### config.mk
export PLATFORM = sky130hd
export DESIGN_NAME = ltc_frame_decoder
export DESIGN_NICKNAME = d
export VERILOG_FILES = /design/src/rtl/ltc_frame_decoder.sv
export SDC_FILE = /design/constraint.sdc
export NUM_CORES = 1
export LEC_CHECK = 0
export ABC_AREA = 1
export CAP_MARGIN = 25
export CORE_ASPECT_RATIO = 1.5
export CORE_MARGIN = 2
export CORE_UTILIZATION = 55
export DETAILED_ROUTE_END_ITERATION = 10
export MAX_ROUTING_LAYER = met4
export PLACE_DENSITY = 0.76
export SLEW_MARGIN = 20
export SYNTH_ARGS = -nofsm -noshare
export SYNTH_HDL_FRONTEND = slang
export SYNTH_SLANG_ARGS = --single-unit
### constraint.sdc
create_clock -name clk -period 2.1 [get_ports clk]
set_input_delay 0.42 -clock clk [delete_from_list [all_inputs] [get_ports clk]]
set_output_delay 0.42 -clock clk [all_outputs]
set_load 0.01 [all_outputs]
### src/rtl/ltc_frame_decoder.sv
// LTC frame decoder: hunts for the 16-bit sync word in the recovered bit stream,
// assembles 80-bit frames and publishes BCD timecode, user bits and lock status.
module ltc_frame_decoder #(
    parameter logic [15:0] SYNC_WORD = 16'hBFFC,
    parameter int unsigned MAX_MISS  = 2,
    parameter bit          CHECK_BCD = 1'b1
) (
    input  logic        clk,
    input  logic        rst,
    input  logic        bit_valid,
    input  logic        bit_data,
    input  logic        nosignal,
    output logic [5:0]  frames_bcd,
    output logic [6:0]  seconds_bcd,
    output logic [6:0]  minutes_bcd,
    output logic [5:0]  hours_bcd,
    output logic [31:0] user_bits,
    output logic        drop_frame,
    output logic        frame_valid,
    output logic        bcd_err,
    output logic        locked,
    output logic [7:0]  sync_miss_cnt
);

    localparam int unsigned FRAME_W = 80;
    localparam int unsigned CNT_W   = 7;
    localparam int unsigned RUN_W   = 4;
    localparam logic [CNT_W-1:0] LAST_BIT = CNT_W'(FRAME_W - 1);

    localparam logic [0:0] ST_HUNT   = 1'b0;
    localparam logic [0:0] ST_LOCKED = 1'b1;

    logic [0:0]         r_state, w_state_nxt;
    logic [FRAME_W-1:0] r_sr;
    logic [CNT_W-1:0]   r_bit_cnt, w_cnt_nxt;
    logic [RUN_W-1:0]   r_miss_run, w_run_nxt, w_run_inc;
    logic [5:0]         r_frames, r_hours;
    logic [6:0]         r_seconds, r_minutes;
    logic [31:0]        r_user;
    logic               r_df, r_fv, r_bcd_err, r_locked;
    logic [7:0]         r_miss_cnt;

    logic [FRAME_W-1:0] w_sr_next;
    logic               w_accept, w_sync, w_frame, w_miss, w_bcd_bad;
    logic [5:0]         w_frames, w_hours;
    logic [6:0]         w_seconds, w_minutes;
    logic [31:0]        w_user;

    assign w_accept  = bit_valid & ~nosignal;
    assign w_sr_next = {bit_data, r_sr[FRAME_W-1:1]};
    assign w_sync    = (w_sr_next[79:64] == SYNC_WORD);
    assign w_run_inc = r_miss_run + RUN_W'(1);

    // Field extraction from the post-shift frame image
    assign w_frames  = {w_sr_next[9:8],   w_sr_next[3:0]};
    assign w_seconds = {w_sr_next[26:24], w_sr_next[19:16]};
    assign w_minutes = {w_sr_next[42:40], w_sr_next[35:32]};
    assign w_hours   = {w_sr_next[57:56], w_sr_next[51:48]};
    assign w_user    = {w_sr_next[63:60], w_sr_next[55:52], w_sr_next[47:44], w_sr_next[39:36],
                        w_sr_next[31:28], w_sr_next[23:20], w_sr_next[15:12], w_sr_next[7:4]};

    always_comb begin
        w_bcd_bad = 1'b0;
        if (w_frames[3:0] > 4'd9 || w_seconds[3:0] > 4'd9 ||
            w_minutes[3:0] > 4'd9 || w_hours[3:0] > 4'd9)
            w_bcd_bad = 1'b1;
        if (w_frames[5:4] > 2'd2 || w_seconds[6:4] > 3'd5 ||
            w_minutes[6:4] > 3'd5 || w_hours[5:4] > 2'd2)
            w_bcd_bad = 1'b1;
        if (w_hours[5:4] == 2'd2 && w_hours[3:0] > 4'd3)
            w_bcd_bad = 1'b1;
    end

    // Next-state: lock tracking, bit counting and miss accounting
    always_comb begin
        w_state_nxt = r_state;
        w_cnt_nxt   = r_bit_cnt;
        w_run_nxt   = r_miss_run;
        w_frame     = 1'b0;
        w_miss      = 1'b0;
        if (nosignal) begin
            w_state_nxt = ST_HUNT;
            w_cnt_nxt   = '0;
            w_run_nxt   = '0;
        end else if (w_accept) begin
            case (r_state)
                ST_HUNT: begin
                    if (w_sync) begin
                        w_state_nxt = ST_LOCKED;
                        w_cnt_nxt   = '0;
                        w_run_nxt   = '0;
                    end
                end
                ST_LOCKED: begin
                    if (r_bit_cnt == LAST_BIT) begin
                        w_cnt_nxt = '0;
                        if (w_sync) begin
                            w_frame   = 1'b1;
                            w_run_nxt = '0;
                        end else begin
                            w_miss = 1'b1;
                        end
                    end else if (w_sync) begin
                        w_cnt_nxt = '0;
                        w_miss    = 1'b1;
                    end else begin
                        w_cnt_nxt = r_bit_cnt + CNT_W'(1);
                    end
                end
                default: w_state_nxt = ST_HUNT;
            endcase
            if (w_miss) begin
                w_run_nxt = w_run_inc;
                if (w_run_inc >= RUN_W'(MAX_MISS))
                    w_state_nxt = ST_HUNT;
            end
        end
    end

    always_ff @(posedge clk) begin
        if (rst) begin
            r_state    <= ST_HUNT;
            r_sr       <= '0;
            r_bit_cnt  <= '0;
            r_miss_run <= '0;
            r_frames   <= '0;
            r_seconds  <= '0;
            r_minutes  <= '0;
            r_hours    <= '0;
            r_user     <= '0;
            r_df       <= 1'b0;
            r_fv       <= 1'b0;
            r_bcd_err  <= 1'b0;
            r_locked   <= 1'b0;
            r_miss_cnt <= '0;
        end else begin
            r_state    <= w_state_nxt;
            r_bit_cnt  <= w_cnt_nxt;
            r_miss_run <= w_run_nxt;
            r_locked   <= (w_state_nxt == ST_LOCKED);
            r_fv       <= w_frame;
            if (w_accept)
                r_sr <= w_sr_next;
            if (w_miss && r_miss_cnt != 8'hFF)
                r_miss_cnt <= r_miss_cnt + 8'd1;
            if (w_frame) begin
                r_frames  <= w_frames;
                r_seconds <= w_seconds;
                r_minutes <= w_minutes;
                r_hours   <= w_hours;
                r_user    <= w_user;
                r_df      <= w_sr_next[10];
                r_bcd_err <= CHECK_BCD & w_bcd_bad;
            end
        end
    end

    assign frames_bcd    = r_frames;
    assign seconds_bcd   = r_seconds;
    assign minutes_bcd   = r_minutes;
    assign hours_bcd     = r_hours;
    assign user_bits     = r_user;
    assign drop_frame    = r_df;
    assign frame_valid   = r_fv;
    assign bcd_err       = r_bcd_err;
    assign locked        = r_locked;
    assign sync_miss_cnt = r_miss_cnt;

endmodule

==> metrics.md, run 1 <==
| Metric | Value |
|---|---|
| Final WL | `13900 µm` |
| Min-Delay Path Class | `register to register` |
| Slew headroom | `76.6%` |
| Worst setup SP type | `register` |
| Largest net degree at the start of global routing | `59` |
| Vias | `5453` |
| Net switching power | `1.48 mW` |
| Via/cell ratio | `5.27` |
| Vias in the first global route | `5096` |
| Slew Limit Fails | `0` |
| Post-synth ARST share | `0%` |
| Core footprint | `10900 µm²` |
| DP Wirelength | `9070 µm` |
| Critical Path End Type | `register` |
| Antenna cells | `0` |
| Outcome | `finished, final reports clean` |
| Clk slew on worst S/H paths | `0.06 ns` |
| Hold slack | `0.477 ns` |
| Final net count | `884` |
| RSZ-0062 raised after global routing | `no` |
| DR WL/cell | `13.4 µm` |
| Final Skew | `0.00516 ns` |
| Port Buffers | `74` |
| Register bit total from synthesis | `160` |
| Die Span Y | `133 µm` |
| CTS tree | `done` |
| Share of cells above drive strength 1 | `8.23%` |
| Average size of a mapped cell | `7.61 µm²` |
| Root Driver | `clkbuf_16` |
| Flop pwr share | `48.5%` |
| Chip width | `90.3 µm` |
| Required time of the critical path | `2.41 ns` |
| Routability Congestion | `0.798` |
| Post-CTS Setup Repair Bufs | `0` |
| DIE AREA | `12000 µm²` |
| Final hold violations | `0` |
| Design Area, Final | `7700 µm²` |
| GRT overflow | `0` |
| Synth-to-layout area growth | `25.5%` |
| Drt drc | `0` |
| Clock Path Buffers | `2` |
| Final setup viols | `0` |
| FF-to-FF End | `sync_miss_cnt[5]$_SDFFE_PP0P_` |
| Length of the first detailed-routing pass in iterations | `5` |
| R2r setup slk | `0.13 ns` |
| Tcrit/Tclk final | `94.0%` |
| CTS hold repair buffers | `0` |
| Worst-path maximum fanout | `5` |
| Hold path cells | `2` |
| Mapped Cells | `806` |
| Total GRT Usage | `23.7%` |
| Max-Cap Viols | `0` |
| Clk sinks | `160` |
| Commonest non-fill, non-tap cells in the layout | `235 x nor2_1, 159 x dfxtp_1, 138 x o21ai_0, 74 x clkdlybuf4s50_1, 67 x nand2_1` |
| RR Startpoint | `r_bit_cnt[1]$_SDFFE_PP0P_` |
| Inserted Clock Buffers | `17` |
| Total number of yosys warnings | `0` |
| Num rows | `47` |
| Slew @ Worst Pin | `0.352 ns` |
| EDFF count, synth | `0` |
| Pwr Total | `6.59 mW` |
| Cell area after placement | `7050 µm²` |
| Power Density | `856 nW/µm²` |
| Initial Util | `56.1%` |
| H-tree levels | `4` |
| IO Pins | `75` |
| Hold worst-path end | `user_bits[30]$_SDFFE_PP0P_` |
| Syn nets | `816` |
| Antenna violations before repair | `0` |
| Most common cell after layout, fill and taps aside | `nor2_1` |
| Leakage | `3.04 nW` |
| Antenna Violating Nets Remaining | `0` |
| Clk pwr share | `46.8%` |
| Power Internal | `5.11 mW` |
| Setup TNS | `0 ns` |
| Number of gates resized after cts | `0` |
| Worst IR Drop VDD | `0.683 mV` |
| Combinational share of power | `4.7%` |
| Minimum clock period | `1.97 ns` |
| Top_reg_cell synth | `dfxtp_1` |
| First-pass GRT wire length | `22700 µm` |
| Clock Latency Late Sink | `0.42 ns` |
| Unique masters post-synth | `33` |
| Achievable frequency | `0.507 GHz` |
| Seq/Total Area, Yosys | `52.2%` |
| Data arrival, critical path | `2.28 ns` |
| Post-Synthesis Cell Area | `6140 µm²` |
| Switching share of total power | `22.4%` |
| Worst R2R Path Depth | `11` |
| Number of DRC markers in iteration 0 | `310` |
| Worst hold start | `user_bits[30]$_SDFFE_PP0P_` |
| Crit Path Class | `register to register` |
## stage by stage
| step | utilization [%] | setup WS (ns) | instances |
|---|---|---|---|
| 3_3_place_gp | 64.5 | -0.273 | 1000 |
| 2_1_floorplan | - | 0.267 | 806 |
| 3_5_place_dp | 64.5 | -0.345 | 1000 |
| 6_report | 70.4 | 0.126 | 1034 |
| 5_1_grt | 70.4 | 0.0167 | 1034 |
| 4_1_cts | 69.9 | 0.0819 | 1032 |
## flip-flops by register name (all words and copies together) (netlist names)
signal / cells
r_sr: 79
user_bits: 32
sync_miss_cnt: 8
minutes_bcd: 7
r_bit_cnt: 7
seconds_bcd: 7
frames_bcd: 6
hours_bcd: 6
r_miss_run: 4
bcd_err: 1
drop_frame: 1
frame_valid: 1
locked: 1
## critical path, cell delays in order (launching register included)
cell and delay [ns]:
dfxtp_1 0.36, ha_1 0.20, nand3_1 0.12, or2_2 0.31, inv_1 0.07, ha_2 0.28
nand2_4 0.12, clkinv_2 0.09, nand2_2 0.12, o21ai_0 0.09, nand2_1 0.08, nor2_1 0.04
## final cells by class
| type | instances | area [µm²] |
|---|---|---|
| clock buffer | 19 | 433 |
| clock inverter | 13 | 163 |
| fill | 887 | 3240 |
| inverter | 55 | 210 |
| multi-input combinational | 546 | 2510 |
| sequential | 160 | 3200 |
| tap | 147 | 184 |
| timing repair buffer | 94 | 996 |
## power groups by stage
| stage | clock (mW) | sequential [mW] | combinational [mW] |
|---|---|---|---|
| after floorplan | 0 | 3.24 | 0.238 |
| after global placement | 0 | 3.25 | 0.298 |
| after detailed placement | 0 | 3.26 | 0.308 |
| after CTS | 3.13 | 3.19 | 0.313 |
| after global routing | 3.27 | 3.20 | 0.361 |
| final | 3.08 | 3.19 | 0.312 |
## cell families (layout without fill, tap and decap cells)
family	after synthesis	after routing	share of synthesized area, %
AO/OA/AOI/OAI	199	200	16.7
XOR/XNOR	4	4	0.571
adder cells (fa/ha/maj)	5	5	1.02
buffers and inverters	101	181	7.28
flip-flops	160	160	52.2
AND/OR/NAND/NOR	337	337	22.3
## cells in the mapped netlist (2+ instances only)
cell        n  area share [%]
o21ai_0   138              11
nor3_1      3            0.24
inv_1      52             3.2
o21ai_1     4            0.33
a21oi_1    52             4.2
buf_4       5            0.61
nand4_1     3            0.31
xnor2_1     3            0.43
buf_2      18             1.5
inv_2       2            0.12
or2_2       4            0.41
nand3_1    16             1.3
nor2_1    235              14
nand2_4     3            0.55
ha_1        5             1.0
clkbuf_1   17             1.0
nand2_1    68             4.2
buf_6       3            0.55
clkbuf_2    2            0.16
dfxtp_1   160              52
## worst max path at each step
stage,start,end,depth (start not counted)
finish,r_bit_cnt[1]$_SDFFE_PP0P_,sync_miss_cnt[5]$_SDFFE_PP0P_,11
global route,r_bit_cnt[1]$_SDFFE_PP0P_,r_miss_run[2]$_SDFFE_PP0P_,9
CTS,bit_data,user_bits[5]$_SDFFE_PP0P_,12
detailed placement,bit_data,user_bits[5]$_SDFFE_PP0P_,12
global placement,bit_data,user_bits[6]$_SDFFE_PP0P_,12
floorplan,r_bit_cnt[0]$_SDFFE_PP0P_,sync_miss_cnt[5]$_SDFFE_PP0P_,11
## layer usage
layer / global-route usage (%) / part of all wire, % / vias up / wire length (µm)
li1: - / - / 2721 / -
met1: 25.3 / 40 / 2584 / 5550
met2: 41.7 / 53 / 123 / 7410
met3: 6.05 / 4.6 / 25 / 633
met4: 9.74 / 1.9 / 0 / 263
met5: - / 0 / - / 0
(Power assumes the default switching activity.)
==> run 2, diff against run 1 <==
--- a/config.mk
+++ b/config.mk
@@ -11,6 +11,7 @@
 export CORE_MARGIN = 2
 export CORE_UTILIZATION = 55
 export DETAILED_ROUTE_END_ITERATION = 10
+export HOLD_SLACK_MARGIN = 0.05
 export MAX_ROUTING_LAYER = met4
 export PLACE_DENSITY = 0.76
 export SLEW_MARGIN = 20
==> results of run 2 <==
No change in the layout: final DEF, timing and power equal those of run 1.
==> run 3, diff against run 2 <==
--- a/config.mk
+++ b/config.mk
@@ -5,10 +5,9 @@
 export SDC_FILE = /design/constraint.sdc
 export NUM_CORES = 1
 export LEC_CHECK = 0
-export ABC_AREA = 1
 export CAP_MARGIN = 25
 export CORE_ASPECT_RATIO = 1.5
-export CORE_MARGIN = 2
+export CORE_MARGIN = 1
 export CORE_UTILIZATION = 55
 export DETAILED_ROUTE_END_ITERATION = 10
 export HOLD_SLACK_MARGIN = 0.05
==> constraint.sdc (replaced) <==
create_clock -name clk -period 2.4 [get_ports clk]
set_input_delay 0.48 -clock clk [delete_from_list [all_inputs] [get_ports clk]]
set_output_delay 0.48 -clock clk [all_outputs]
set_load 0.01 [all_outputs]
==> metrics.md, run 3 <==
| Metric | Value |
|---|---|
| Outcome | `finished, final reports clean` |
| DIE AREA | `11100 µm²` |
| Length of the first detailed-routing pass in iterations | `6` |
| Largest reg by FF count | `r_sr` |
| RSZ-0062 raised after global routing | `no` |
| Synth area leaders | `dfxtp_1 55%, nand2_1 18%, a21oi_1 12%` |
| Average size of a mapped cell | `7.83 µm²` |
| Post-Synthesis Cell Area | `5870 µm²` |
| Initial Util | `57.3%` |
| Slew @ Worst Pin | `0.453 ns` |
| Post-Synth XOR/XNOR Area | `0.746%` |
| IO Pins | `75` |
| First-pass GRT wire length | `21100 µm` |
| Drt drc | `0` |
| Antenna Violating Nets Remaining | `0` |
| Antenna violations before repair | `0` |
| Layout Cells excl Fill | `971` |
| Power Density | `732 nW/µm²` |
| Synth top area share | `54.6%` |
| Delay-heaviest family, CP | `simple AND/OR/NAND/NOR gates` |
| Largest register FFs | `79` |
| Switching share of total power | `20.2%` |
| Vias in the first global route | `4855` |
| Cell area after placement | `6810 µm²` |
| Num rows | `45` |
| Clk slew on worst S/H paths | `0.06 ns` |
| M1 wire length | `5370 µm` |
| Core footprint | `10200 µm²` |
| Seq/Total Area, Yosys | `54.6%` |
| Critical Path End Type | `register` |
| Data arrival, critical path | `2.55 ns` |
| Met3 Wirelength | `530 µm` |
| Final Skew | `0.00967 ns` |
| Tcrit/Tclk final | `94.1%` |
| Inserted Clock Buffers | `17` |
| Slew Limit Fails | `0` |
| Achievable frequency | `0.443 GHz` |
| Max-Cap Viols | `0` |
| Mux share of post-synthesis cell area | `0.512%` |
| Chip width | `86.4 µm` |
| Number of DRC markers in iteration 0 | `282` |
| Top-count cell post-synth | `nand2_1` |
| Flop pwr share | `48.5%` |
| Crit Path Class | `input pin to register` |
| Clk sinks | `160` |
| Register bit total from synthesis | `160` |
| Simple logic cell fraction of the synthesized area | `24.0%` |
| Net switching power | `1.11 mW` |
| Final WL | `13000 µm` |
| Largest net degree at the start of global routing | `112` |
| GRT overflow | `0` |
| Clk pwr share | `49.3%` |
| Design Area, Final | `7480 µm²` |
| Routability Congestion | `0.777` |
| Max incr delay on CP | `0.49 ns` |
| Pwr Total | `5.48 mW` |
| Total number of yosys warnings | `0` |
| Minimum clock period | `2.26 ns` |
| Post-Synth Adder-Cell Area | `1.07%` |
| Clock Latency Late Sink | `0.41 ns` |
| Clock Path Buffers | `2` |
| Antenna cells | `0` |
| Synth-to-layout area growth | `27.5%` |
| Largest family of logic cells by synthesized area | `simple AND/OR/NAND/NOR gates` |
| Port Buffers | `74` |
| H-tree levels | `4` |
| Met2 WL post-DR | `6820 µm` |
| Mapped Cells | `750` |
| Final net count | `827` |
| Final hold violations | `0` |
| Required time of the critical path | `2.69 ns` |
| Leakage | `2.44 nW` |
| EDFF count, synth | `0` |
| Worst Path Buf+Inv | `2` |
| Critical-path cell list | `clkdlybuf4s50_1 > nand4bb_1 > nor4_4 > ha_1 > and4b_2 > nand4_1 > buf_4 > mux2i_1 > nor2_1` |
| Top Metal Used | `met4` |
| Vias | `5186` |
| DR WL/cell | `13.4 µm` |
| Unique masters post-synth | `38` |
| CTS tree | `done` |
| Final setup viols | `0` |
| Share of cells above drive strength 1 | `7.83%` |
| Setup TNS | `0 ns` |
| Min-Delay Path Class | `input pin to register` |
| Root Driver | `clkbuf_16` |
| Most common cell after layout, fill and taps aside | `nand2_1` |
| DP Wirelength | `8310 µm` |
| Power Internal | `4.37 mW` |
| Total GRT Usage | `24.5%` |
| Worst setup SP type | `input pin` |
| Yosys top cell by area | `dfxtp_1` |
| Die Span Y | `129 µm` |
| CTS hold repair buffers | `0` |
| Top cells by count, synth | `288 x nand2_1, 160 x dfxtp_1, 146 x a21oi_1, 46 x clkbuf_1, 17 x o21ai_0` |
| Syn nets | `760` |
| Worst IR Drop VDD | `0.519 mV` |
| Critical path's slowest cell | `clkdlybuf4s50_1` |
| Via/cell ratio | `5.34` |
| Worst-path maximum fanout | `4` |
| Combinational share of power | `2.2%` |
| DP Cell Count | `935` |
| Slew headroom | `69.8%` |
| Commonest non-fill, non-tap cells in the layout | `288 x nand2_1, 159 x dfxtp_1, 146 x a21oi_1, 73 x clkdlybuf4s50_1, 20 x buf_4` |
| Top_reg_cell synth | `dfxtp_1` |
| R2r setup slk | `0.15 ns` |
| Post-synth ARST share | `0%` |
| Compound-Gate Fraction of Synth Area | `15.4%` |
-- run 3: power by group through the flow --
stage	Combinational [mW]	Sequential (mW)	Clock [mW]
after floorplan	0.0796	2.72	0
after global placement	0.112	2.72	0
after detailed placement	0.114	2.72	0
after CTS	0.114	2.66	2.75
after global routing	0.131	2.66	2.85
final	0.120	2.66	2.70
-- run 3: final cells by class --
cell class                 count  area (µm²)
multi-input combinational    532        2490
clock buffer                  22         464
inverter                       8        30.0
clock inverter                10         135
tap                          141         176
timing repair buffer          98         988
sequential                   160        3200
fill                         804        2760
-- run 3: worst paths after layout --
path,startpoint,end,cells past startpoint
setup / recovery,bit_data,sync_miss_cnt[3]$_SDFFE_PP0P_,9
hold / removal,rst,r_miss_run[3]$_SDFFE_PP0P_,4
hold reg to reg,r_sr[28]$_SDFFE_PP0P_,r_sr[27]$_SDFFE_PP0P_,2
setup reg to reg,r_bit_cnt[1]$_SDFFE_PP0P_,sync_miss_cnt[3]$_SDFFE_PP0P_,9
-- run 3: routing by layer --
| layer | GRT usage (%) | vias to the layer above |
|---|---|---|
| li1 | - | 2588 |
| met1 | 27.1 | 2433 |
| met2 | 42.3 | 136 |
| met3 | 5.00 | 29 |
| met4 | 10.6 | 0 |
| met5 | - | - |
-- run 3: kinds of logic (layout without fill, tap and decap cells) --
family,Yosys count,after routing
AOI/OAI and AO/OA,175,175
buffers and inverters,58,138
and+or+nand+nor,344,344
DFF,160,160
muxes,3,3
xor gates and xnor gates,5,5
adders and majority gates,5,5
-- run 3: metrics by stage --
step	setup WS, ns	hold WS [ns]	utilization (%)
6_report	0.141	0.439	73.0
5_1_grt	0.00192	0.470	73.0
4_1_cts	0.0425	0.428	72.4
3_5_place_dp	-0.336	0.444	66.5
3_3_place_gp	-0.304	0.439	66.5
2_1_floorplan	0.195	0.432	-
-- run 3: tightest hold or removal path, cell delays in order --
cell	delay (ns)
buf_4	0.10
nor2_1	0.09
o21ai_0	0.09
a31oi_1	0.04
-- run 3: repair_timing --
item | CTS | global route
gates resized for setup | 1 | 5
cloned | 0 | 0
buffers inserted | 0 | 3
pin swaps | 0 | 3
endpoints found under the setup margin | 8 | 8
